==> config.mk <==
export PLATFORM = sky130hd
export DESIGN_NAME = prbs_src
export DESIGN_NICKNAME = d
export VERILOG_FILES = /design/src/rtl/prbs_pkg.sv /design/src/rtl/prbs_lfsr_step.sv /design/src/rtl/prbs_src.sv
export SDC_FILE = /design/constraint.sdc
export NUM_CORES = 1
export LEC_CHECK = 0
export CORE_MARGIN = 3
export CORE_UTILIZATION = 45
export CTS_BUF_LIST = sky130_fd_sc_hd__clkbuf_4
export DETAILED_ROUTE_END_ITERATION = 7
export PLACE_DENSITY = 0.7
export SKIP_LAST_GASP = 1
export SLEW_MARGIN = 10
export SYNTH_ARGS = -nofsm -noshare
export SYNTH_HDL_FRONTEND = slang
export SYNTH_SLANG_ARGS = --single-unit
export TNS_END_PERCENT = 20
==> constraint.sdc <==
create_clock -name clk -period 3.42 [get_ports clk]
set_clock_uncertainty 0.15 [all_clocks]
set_input_delay 0.855 -clock clk [delete_from_list [all_inputs] [get_ports clk]]
set_output_delay 0.855 -clock clk [all_outputs]
set_load 0.01 [all_outputs]
==> src/rtl/prbs_pkg.sv <==
// prbs_pkg: mode/state types, per-mode lengths and tap masks, and the
// parallel multi-step LFSR advance shared by the PRBS source.
package prbs_pkg;

   typedef enum logic [1:0] {
      M_PRBS7  = 2'd0,
      M_PRBS15 = 2'd1,
      M_PRBS23 = 2'd2,
      M_PRBS31 = 2'd3
   } prbs_mode_e;

   typedef enum logic [1:0] {
      S_IDLE = 2'd0,
      S_LOAD = 2'd1,
      S_RUN  = 2'd2
   } prbs_state_e;

   localparam int SW   = 31;
   localparam int MAXW = 64;

   localparam int L_PRBS7  = 7;
   localparam int L_PRBS15 = 15;
   localparam int L_PRBS23 = 23;
   localparam int L_PRBS31 = 31;

   typedef struct packed {
      logic [MAXW-1:0] word;
      logic [SW-1:0]   state;
   } prbs_adv_t;

   function automatic logic [SW-1:0] len_mask(prbs_mode_e m);
      unique case (m)
         M_PRBS7:  return SW'((64'd1 << L_PRBS7) - 64'd1);
         M_PRBS15: return SW'((64'd1 << L_PRBS15) - 64'd1);
         M_PRBS23: return SW'((64'd1 << L_PRBS23) - 64'd1);
         default:  return SW'((64'd1 << L_PRBS31) - 64'd1);
      endcase
   endfunction

   function automatic logic [SW-1:0] msb_mask(prbs_mode_e m);
      unique case (m)
         M_PRBS7:  return SW'(64'd1 << (L_PRBS7 - 1));
         M_PRBS15: return SW'(64'd1 << (L_PRBS15 - 1));
         M_PRBS23: return SW'(64'd1 << (L_PRBS23 - 1));
         default:  return SW'(64'd1 << (L_PRBS31 - 1));
      endcase
   endfunction

   // Taps are the two polynomial exponents, as state bit indices.
   function automatic logic [SW-1:0] tap_mask(prbs_mode_e m);
      unique case (m)
         M_PRBS7:  return 31'h0000_0060;
         M_PRBS15: return 31'h0000_6000;
         M_PRBS23: return 31'h0042_0000;
         default:  return 31'h4800_0000;
      endcase
   endfunction

   // n serial steps: word[i] is the i-th bit out, state is what remains.
   function automatic prbs_adv_t prbs_advance(
      input logic [SW-1:0] s,
      input prbs_mode_e    m,
      input int            n
   );
      prbs_adv_t     r;
      logic [SW-1:0] st;
      logic [SW-1:0] lm;
      logic [SW-1:0] tm;
      logic [SW-1:0] mm;
      logic          fb;
      lm     = len_mask(m);
      tm     = tap_mask(m);
      mm     = msb_mask(m);
      st     = s & lm;
      fb     = 1'b0;
      r.word = '0;
      for (int i = 0; i < MAXW; i++) begin
         if (i < n) begin
            r.word[i] = |(st & mm);
            fb        = ^(st & tm);
            st        = {st[SW-2:0], fb} & lm;
         end
      end
      r.state = st;
      return r;
   endfunction

endpackage

==> src/rtl/prbs_lfsr_step.sv <==
// prbs_lfsr_step: combinational WIDTH-step advance of the Fibonacci LFSR
// for the selected polynomial.
module prbs_lfsr_step
   import prbs_pkg::*;
#(
   parameter int WIDTH = 8
) (
   input  logic [SW-1:0]    i_state,
   input  prbs_mode_e       i_mode,
   output logic [WIDTH-1:0] o_word,
   output logic [SW-1:0]    o_state
);

   prbs_adv_t w_adv;
   logic      w_unused_word;

   always_comb begin
      w_adv   = prbs_advance(i_state, i_mode, WIDTH);
      o_word  = w_adv.word[WIDTH-1:0];
      o_state = w_adv.state;
   end

   assign w_unused_word = ^w_adv.word;

endmodule

==> src/rtl/prbs_src.sv <==
// prbs_src: burst/continuous PRBS word source with valid/ready output.
// Optional error injection is enabled by PRBS_SRC_ERR_INJ_EN.
module prbs_src
   import prbs_pkg::*;
#(
   parameter int WIDTH = 8,
   parameter int CNT_W = 16
) (
   input  logic             clk,
   input  logic             reset_n,
   input  logic             start,
   input  logic             stop,
   input  logic [1:0]       mode,
   input  logic [30:0]      seed,
   input  logic [CNT_W-1:0] burst_len,
   output logic [WIDTH-1:0] dout,
   output logic             dout_valid,
   input  logic             dout_ready,
   output logic             busy,
   output logic             done,
   output logic [CNT_W-1:0] word_cnt
`ifdef PRBS_SRC_ERR_INJ_EN
  ,input  logic             err_inj,
   output logic [CNT_W-1:0] err_cnt
`endif
);

   prbs_state_e      r_state;
   prbs_state_e      w_next;
   prbs_mode_e       r_mode;
   logic [SW-1:0]    r_seed;
   logic [CNT_W-1:0] r_burst;
   logic [SW-1:0]    r_lfsr;
   logic [WIDTH-1:0] r_dout;
   logic             r_valid;
   logic             r_done;
   logic [CNT_W-1:0] r_cnt;
   logic             r_stop;

   logic             w_xfer;
   logic             w_stop;
   logic             w_last;
   logic             w_exit;
   logic [CNT_W-1:0] w_cnt_inc;
   logic [SW-1:0]    w_seed_l;
   logic [SW-1:0]    w_seed_eff;
   logic [SW-1:0]    w_step_in;
   logic [SW-1:0]    w_step_state;
   logic [WIDTH-1:0] w_step_word;

   assign w_xfer    = r_valid & dout_ready;
   assign w_stop    = stop | r_stop;
   assign w_cnt_inc = r_cnt + 1'b1;
   assign w_last    = w_xfer && (r_burst != '0)
                      && (w_cnt_inc == r_burst);
   assign w_exit    = (r_state == S_RUN)
                      && (w_last || (w_xfer && w_stop)
                          || (!r_valid && w_stop));

   // A zero seed would lock the LFSR, so it is replaced by all-ones.
   assign w_seed_l   = r_seed & len_mask(r_mode);
   assign w_seed_eff = (w_seed_l == '0) ? len_mask(r_mode) : w_seed_l;
   assign w_step_in  = (r_state == S_LOAD) ? w_seed_eff : r_lfsr;

   prbs_lfsr_step #(
      .WIDTH (WIDTH)
   ) u_step (
      .i_state (w_step_in),
      .i_mode  (r_mode),
      .o_word  (w_step_word),
      .o_state (w_step_state)
   );

   always_ff @(posedge clk or negedge reset_n) begin
      if (!reset_n) r_state <= S_IDLE;
      else          r_state <= w_next;
   end

   always_comb begin
      w_next = r_state;
      unique case (r_state)
         S_IDLE:  if (start) w_next = S_LOAD;
         S_LOAD:  w_next = S_RUN;
         S_RUN:   if (w_exit) w_next = S_IDLE;
         default: w_next = S_IDLE;
      endcase
   end

   // r_lfsr holds the state following the word currently in r_dout.
   always_ff @(posedge clk or negedge reset_n) begin
      if (!reset_n) begin
         r_mode  <= M_PRBS7;
         r_seed  <= '0;
         r_burst <= '0;
         r_lfsr  <= '1;
         r_dout  <= '0;
         r_valid <= 1'b0;
         r_done  <= 1'b0;
         r_cnt   <= '0;
         r_stop  <= 1'b0;
      end else begin
         r_done <= w_exit;
         if (r_state == S_IDLE && start) begin
            r_mode  <= prbs_mode_e'(mode);
            r_seed  <= seed;
            r_burst <= burst_len;
         end
         if (r_state == S_IDLE || w_exit) r_stop <= 1'b0;
         else if (stop)                   r_stop <= 1'b1;
         if (r_state == S_LOAD) begin
            r_lfsr  <= w_step_state;
            r_dout  <= w_step_word;
            r_valid <= 1'b1;
            r_cnt   <= '0;
         end else if (r_state == S_RUN && w_xfer) begin
            r_lfsr <= w_step_state;
            r_dout <= w_step_word;
            r_cnt  <= w_cnt_inc;
            if (w_exit) r_valid <= 1'b0;
         end
      end
   end

   assign dout_valid = r_valid;
   assign busy       = (r_state == S_RUN);
   assign done       = r_done;
   assign word_cnt   = r_cnt;

`ifdef PRBS_SRC_ERR_INJ_EN
   logic             r_err_pend;
   logic [CNT_W-1:0] r_err_cnt;

   always_ff @(posedge clk or negedge reset_n) begin
      if (!reset_n) begin
         r_err_pend <= 1'b0;
         r_err_cnt  <= '0;
      end else if (w_xfer && r_err_pend) begin
         r_err_pend <= err_inj;
         r_err_cnt  <= r_err_cnt + 1'b1;
      end else if (err_inj) begin
         r_err_pend <= 1'b1;
      end
   end

   assign dout    = r_dout ^ WIDTH'(r_err_pend);
   assign err_cnt = r_err_cnt;
`else
   assign dout = r_dout;
`endif

endmodule

==> results by stage <==
Clocking:
- The longest clock path from root to sink contains 2 buffers.
- TritonCTS built the clock tree.
- The cell sitting at the root of the clock tree is a sky130_fd_sc_hd__clkbuf_4.
- The insertion delay of the later-clocked pin in the worst-skew pair is 500 ps.
- The number of levels the H-tree was split into is 3.
- After clock tree synthesis, the flow added hold-fix buffers numbering 0.
- The buffers inserted during post-CTS setup optimization is 0.
- The total number of clock tree sinks is 109.
- Clock-pin slew was measured on the worst setup and hold paths at 170 ps.
- The number of buffers created by CTS is 9.
- Once the clock tree was built, the resizer swapped 0 gates to a different size.

Routing:
- Signal routing reaches up to met4.
- The count of nets left with antenna violations once routing finished came out at 0.
- For this block, the initial DRC count from the detailed router was 727.
- The amount of wire on met3 after detailed routing is 1.529 mm.
- The number of vias after detailed routing is between 5000 and 6000.
- The number of detailed-routing iterations run before antenna repair is 6.
- In the final routed layout, each cell accounts on average for 20.69 um.
- In the routed design, unresolved DRC markers number 0.
- For this block, the routed nets add up to 19.08 mm of wire.
- The wire length on met1 is 8.867 mm.
- Using the TritonRoute via totals, the vias-per-cell ratio works out to a little over 6.
- Wire segments on met2 add up to 8.210 mm in the final route.

Finish:
- The number of fill cells is 1196.
- Leaving out fill and tap cells, the most frequent cell in the layout is sky130_fd_sc_hd__clkdlybuf4s50_1.
- The top cell types in the final layout, fill and taps aside, are sky130_fd_sc_hd__clkdlybuf4s50_1 (79), sky130_fd_sc_hd__dfrtp_1 (78), sky130_fd_sc_hd__nand2_1 (71).
- The post-route cell area is approximately 7600 um^2.
- The number of standard cells in the final layout excluding fillers is 922.
- In the final layout, the multi-input gates occupy approximately 3400 um^2.
- The number of inserted diodes is 0.
- The utilization of the core after routing is 56.18%.
- Cells with a size suffix above 1 make up a little under 20% of the layout.
- The layout overhead on the synthesized area is 19.46%.
- Summing all flip-flop and latch instances after layout gives 2766 um^2.
- The final layout contains 796 nets.

Timing:
- Of the available clock period, the critical path in the final layout requires 89.67%.
- The count of endpoints failing hold in the final timing report is 0.
- In this run the tightest slew margin relative to its limit is around 45%.
- Setup repair after global routing left no endpoint under its margin.
- On the final layout, the worst hold slack is 217.9 ps.
- The final-report setup violation count is 0.
- After layout, the worst setup slack is 353.2 ps.
- The minimum clock period after layout is 3067 ps.
- Derived from the worst setup path, the maximum achievable clock frequency is 326.1 MHz.
- In the final timing run, aggregate negative setup slack is 0 ps.
- For the pin with the worst max-slew slack, the measured transition is 822.5 ps.
- The max-slew violation count is 0.

Global route:
- The first global-routing pass estimated 30.51 mm of wire.
- Across every metal layer, demand over resource in global routing totals 24.31%.
- The number of global-route vias before repair was 5468.
- For this run the aggregate overflow at the end of global routing stands at 0.
- The number of antenna violations at the first check in global routing is 0.
- Entering global routing, the biggest net connects 54 pins.

Placement:
- The HPWL after detailed placement is 14.20 mm.
- The worst setup slack after placement is 402.8 ps.
- Routability-driven placement finished with a final weighted congestion of 0.9656.
- The count of buffers from port buffering is 80.
- In this run, placement finished with an instance count of 906.
- The cell area reported after detailed placement is 7448 um^2.

Synthesis:
- In the synthesized netlist the dominant register cell turns out to be sky130_fd_sc_hd__dfrtp_1.
- In this run the mean area of a mapped cell was around 9.5 um^2.
- The number of enable flip-flop cells after synthesis is 0.
- Counting flops with an async set or reset pin after synthesis yields a share of 100.0%.
- The count of state elements after synthesis is between 100 and 150.
- During synthesis, Yosys emitted a total of 0 warnings.
- Synthesis handed over a netlist of 667 instances.
- Synthesis produced a netlist with a net count of 722.
- The number of distinct library cells after synthesis is 72.
- The cell area after synthesis is 6351 um^2.
- The register area share after synthesis is a little over two fifths.

Pwr:
- In this run the static leakage power is approximately 3 nW.
- The overall power of the completed layout is 6.676 mW.
- The largest voltage drop on the vdd net is around 370 uV.
- The power density of the placed cells is about 880 nW/um^2.

Critical path:
- The signal on the critical path passes through ha_1 > and3_2 > nand4_4 > or4b_1 > o211ai_1 > a21oi_1 > or4_4 > a311o_1.
- The largest single stage delay on the critical path is about 530 ps.
- STA classifies the critical path endpoint as a flop.
- The top cell family by delay on the critical path is simple AND/OR/NAND/NOR gates.
- The critical path class is flop to flop.
- The slowest library cell on the worst path is sky130_fd_sc_hd__dfrtp_1.
- STA classifies the critical path startpoint as a flop.
- For the worst setup path, the data arrival time is ~3300 ps.
- Of all nets on the critical path, the largest fanout is 7.
- The buffer and inverter count on the worst path is 0.
- The logic depth of the worst path, buffers included is 8.
- The worst register-to-register path has a depth of 8.
- For the worst setup path, the data required time is 3670 ps.

Job:
- Across the run, the number of max-cap violations was 0.

Floorplanning:
- After floorplanning, the core was sized to cover 13510 um^2.
- The height of the chip is ~120 um.
- The area of the die is 15580 um^2.
- The effective utilization at floorplan is 47.03%.
- Pin placement for this block handled between 80 and 90 I/O pins.
- In this run the core area contains 42 standard-cell rows.
- The die width is 124.8 um.

Hold path:
- The min-delay analysis places its worst path in the category input port to async pin.

Run status:
- The run finished with clean final reports.
[cell usage after synthesis (5+ instances only)]
cell type / count / area share (%)
sky130_fd_sc_hd__clkbuf_1: 36 / 2.1
sky130_fd_sc_hd__or4_1: 6 / 0.71
sky130_fd_sc_hd__and3_1: 6 / 0.59
sky130_fd_sc_hd__nor3_1: 9 / 0.71
sky130_fd_sc_hd__xnor2_1: 23 / 3.2
sky130_fd_sc_hd__o21a_1: 11 / 1.3
sky130_fd_sc_hd__dfrtp_1: 78 / 31
sky130_fd_sc_hd__mux2_2: 46 / 8.2
sky130_fd_sc_hd__o22ai_1: 8 / 0.79
sky130_fd_sc_hd__dfstp_2: 31 / 13
sky130_fd_sc_hd__buf_2: 5 / 0.39
sky130_fd_sc_hd__o21ai_0: 53 / 4.2
sky130_fd_sc_hd__o211ai_1: 7 / 0.83
sky130_fd_sc_hd__nand3_1: 16 / 1.3
sky130_fd_sc_hd__nor4_1: 7 / 0.69
sky130_fd_sc_hd__a31oi_1: 12 / 1.2
sky130_fd_sc_hd__a22oi_1: 5 / 0.59
sky130_fd_sc_hd__inv_1: 5 / 0.30
sky130_fd_sc_hd__mux2i_1: 5 / 0.79
sky130_fd_sc_hd__a211oi_1: 12 / 1.4
sky130_fd_sc_hd__a22o_1: 7 / 0.97
sky130_fd_sc_hd__nand2_1: 71 / 4.2
sky130_fd_sc_hd__o31ai_1: 16 / 1.9
sky130_fd_sc_hd__a21oi_1: 31 / 2.4
sky130_fd_sc_hd__nor2_1: 59 / 3.5
sky130_fd_sc_hd__xor2_1: 20 / 2.8
[worst register-to-register path, stage by stage, from the launching register on]
cell,delay [ps]
sky130_fd_sc_hd__dfrtp_1,530
sky130_fd_sc_hd__ha_1,290
sky130_fd_sc_hd__and3_2,270
sky130_fd_sc_hd__nand4_4,150
sky130_fd_sc_hd__or4b_1,490
sky130_fd_sc_hd__o211ai_1,90
sky130_fd_sc_hd__a21oi_1,100
sky130_fd_sc_hd__or4_4,530
sky130_fd_sc_hd__a311o_1,360
[sequential cells by signal (all words and copies together), names as in the netlist]
name	cells
dout_valid	1
done	1
r_lfsr	31
r_stop	1
r_burst	16
word_cnt	16
dout	8
r_mode	2
r_seed	31
r_state	2
[worst paths after layout]
kind,startpoint,to,slack [ps]
setup / recovery,word_cnt[0]$_DFFE_PN0P_,dout_valid$_DFFE_PN0P_,350
hold / removal,reset_n,r_seed[24]$_DFFE_PN0P_,220
setup reg to reg,word_cnt[0]$_DFFE_PN0P_,dout_valid$_DFFE_PN0P_,350
hold reg to reg,r_lfsr[30]$_DFFE_PN1P_,r_lfsr[30]$_DFFE_PN1P_,320
max in group asynchronous,reset_n,r_lfsr[5]$_DFFE_PN1P_,2070
min in group clk,r_lfsr[30]$_DFFE_PN1P_,r_lfsr[30]$_DFFE_PN1P_,320
[cell families (layout without fill, tap and decap cells)]
family                     after synthesis  count (layout)  share of synthesized area, %
buffers and inverters                   53             132                         3.487
and+or+nand+nor                        205             205                         15.90
AOI/OAI and AO/OA                      205             205                         21.99
xor gates and xnor gates                43              43                         5.930
DFF                                    109             109                         43.56
adders and majority gates                1               1                        0.1970
muxes                                   51              51                         8.944
[layer usage]
layer	track usage, %	vias up
met4	8.511	0
met1	37.22	2828
met2	34.57	263
li1	-	2597
met5	0	-
met3	3.945	40
[final cells by class]
cell class | instances | share of cell area, %
clock buffers | 10 | 0.9894
clock inverters | 6 | 0.8410
inverters | 6 | 0.2968
flip-flops and latches | 109 | 36.46
repair buffers | 110 | 13.98
multi-input cells | 505 | 44.53
well taps | 176 | 2.902
[where the power goes]
part	internal, mW	switching (mW)
clock network	0.230	0.446
logic	1.50	1.90
registers	1.94	0.664
total	3.67	3.01
No activity file was read; power rests on OpenSTA's default activity.
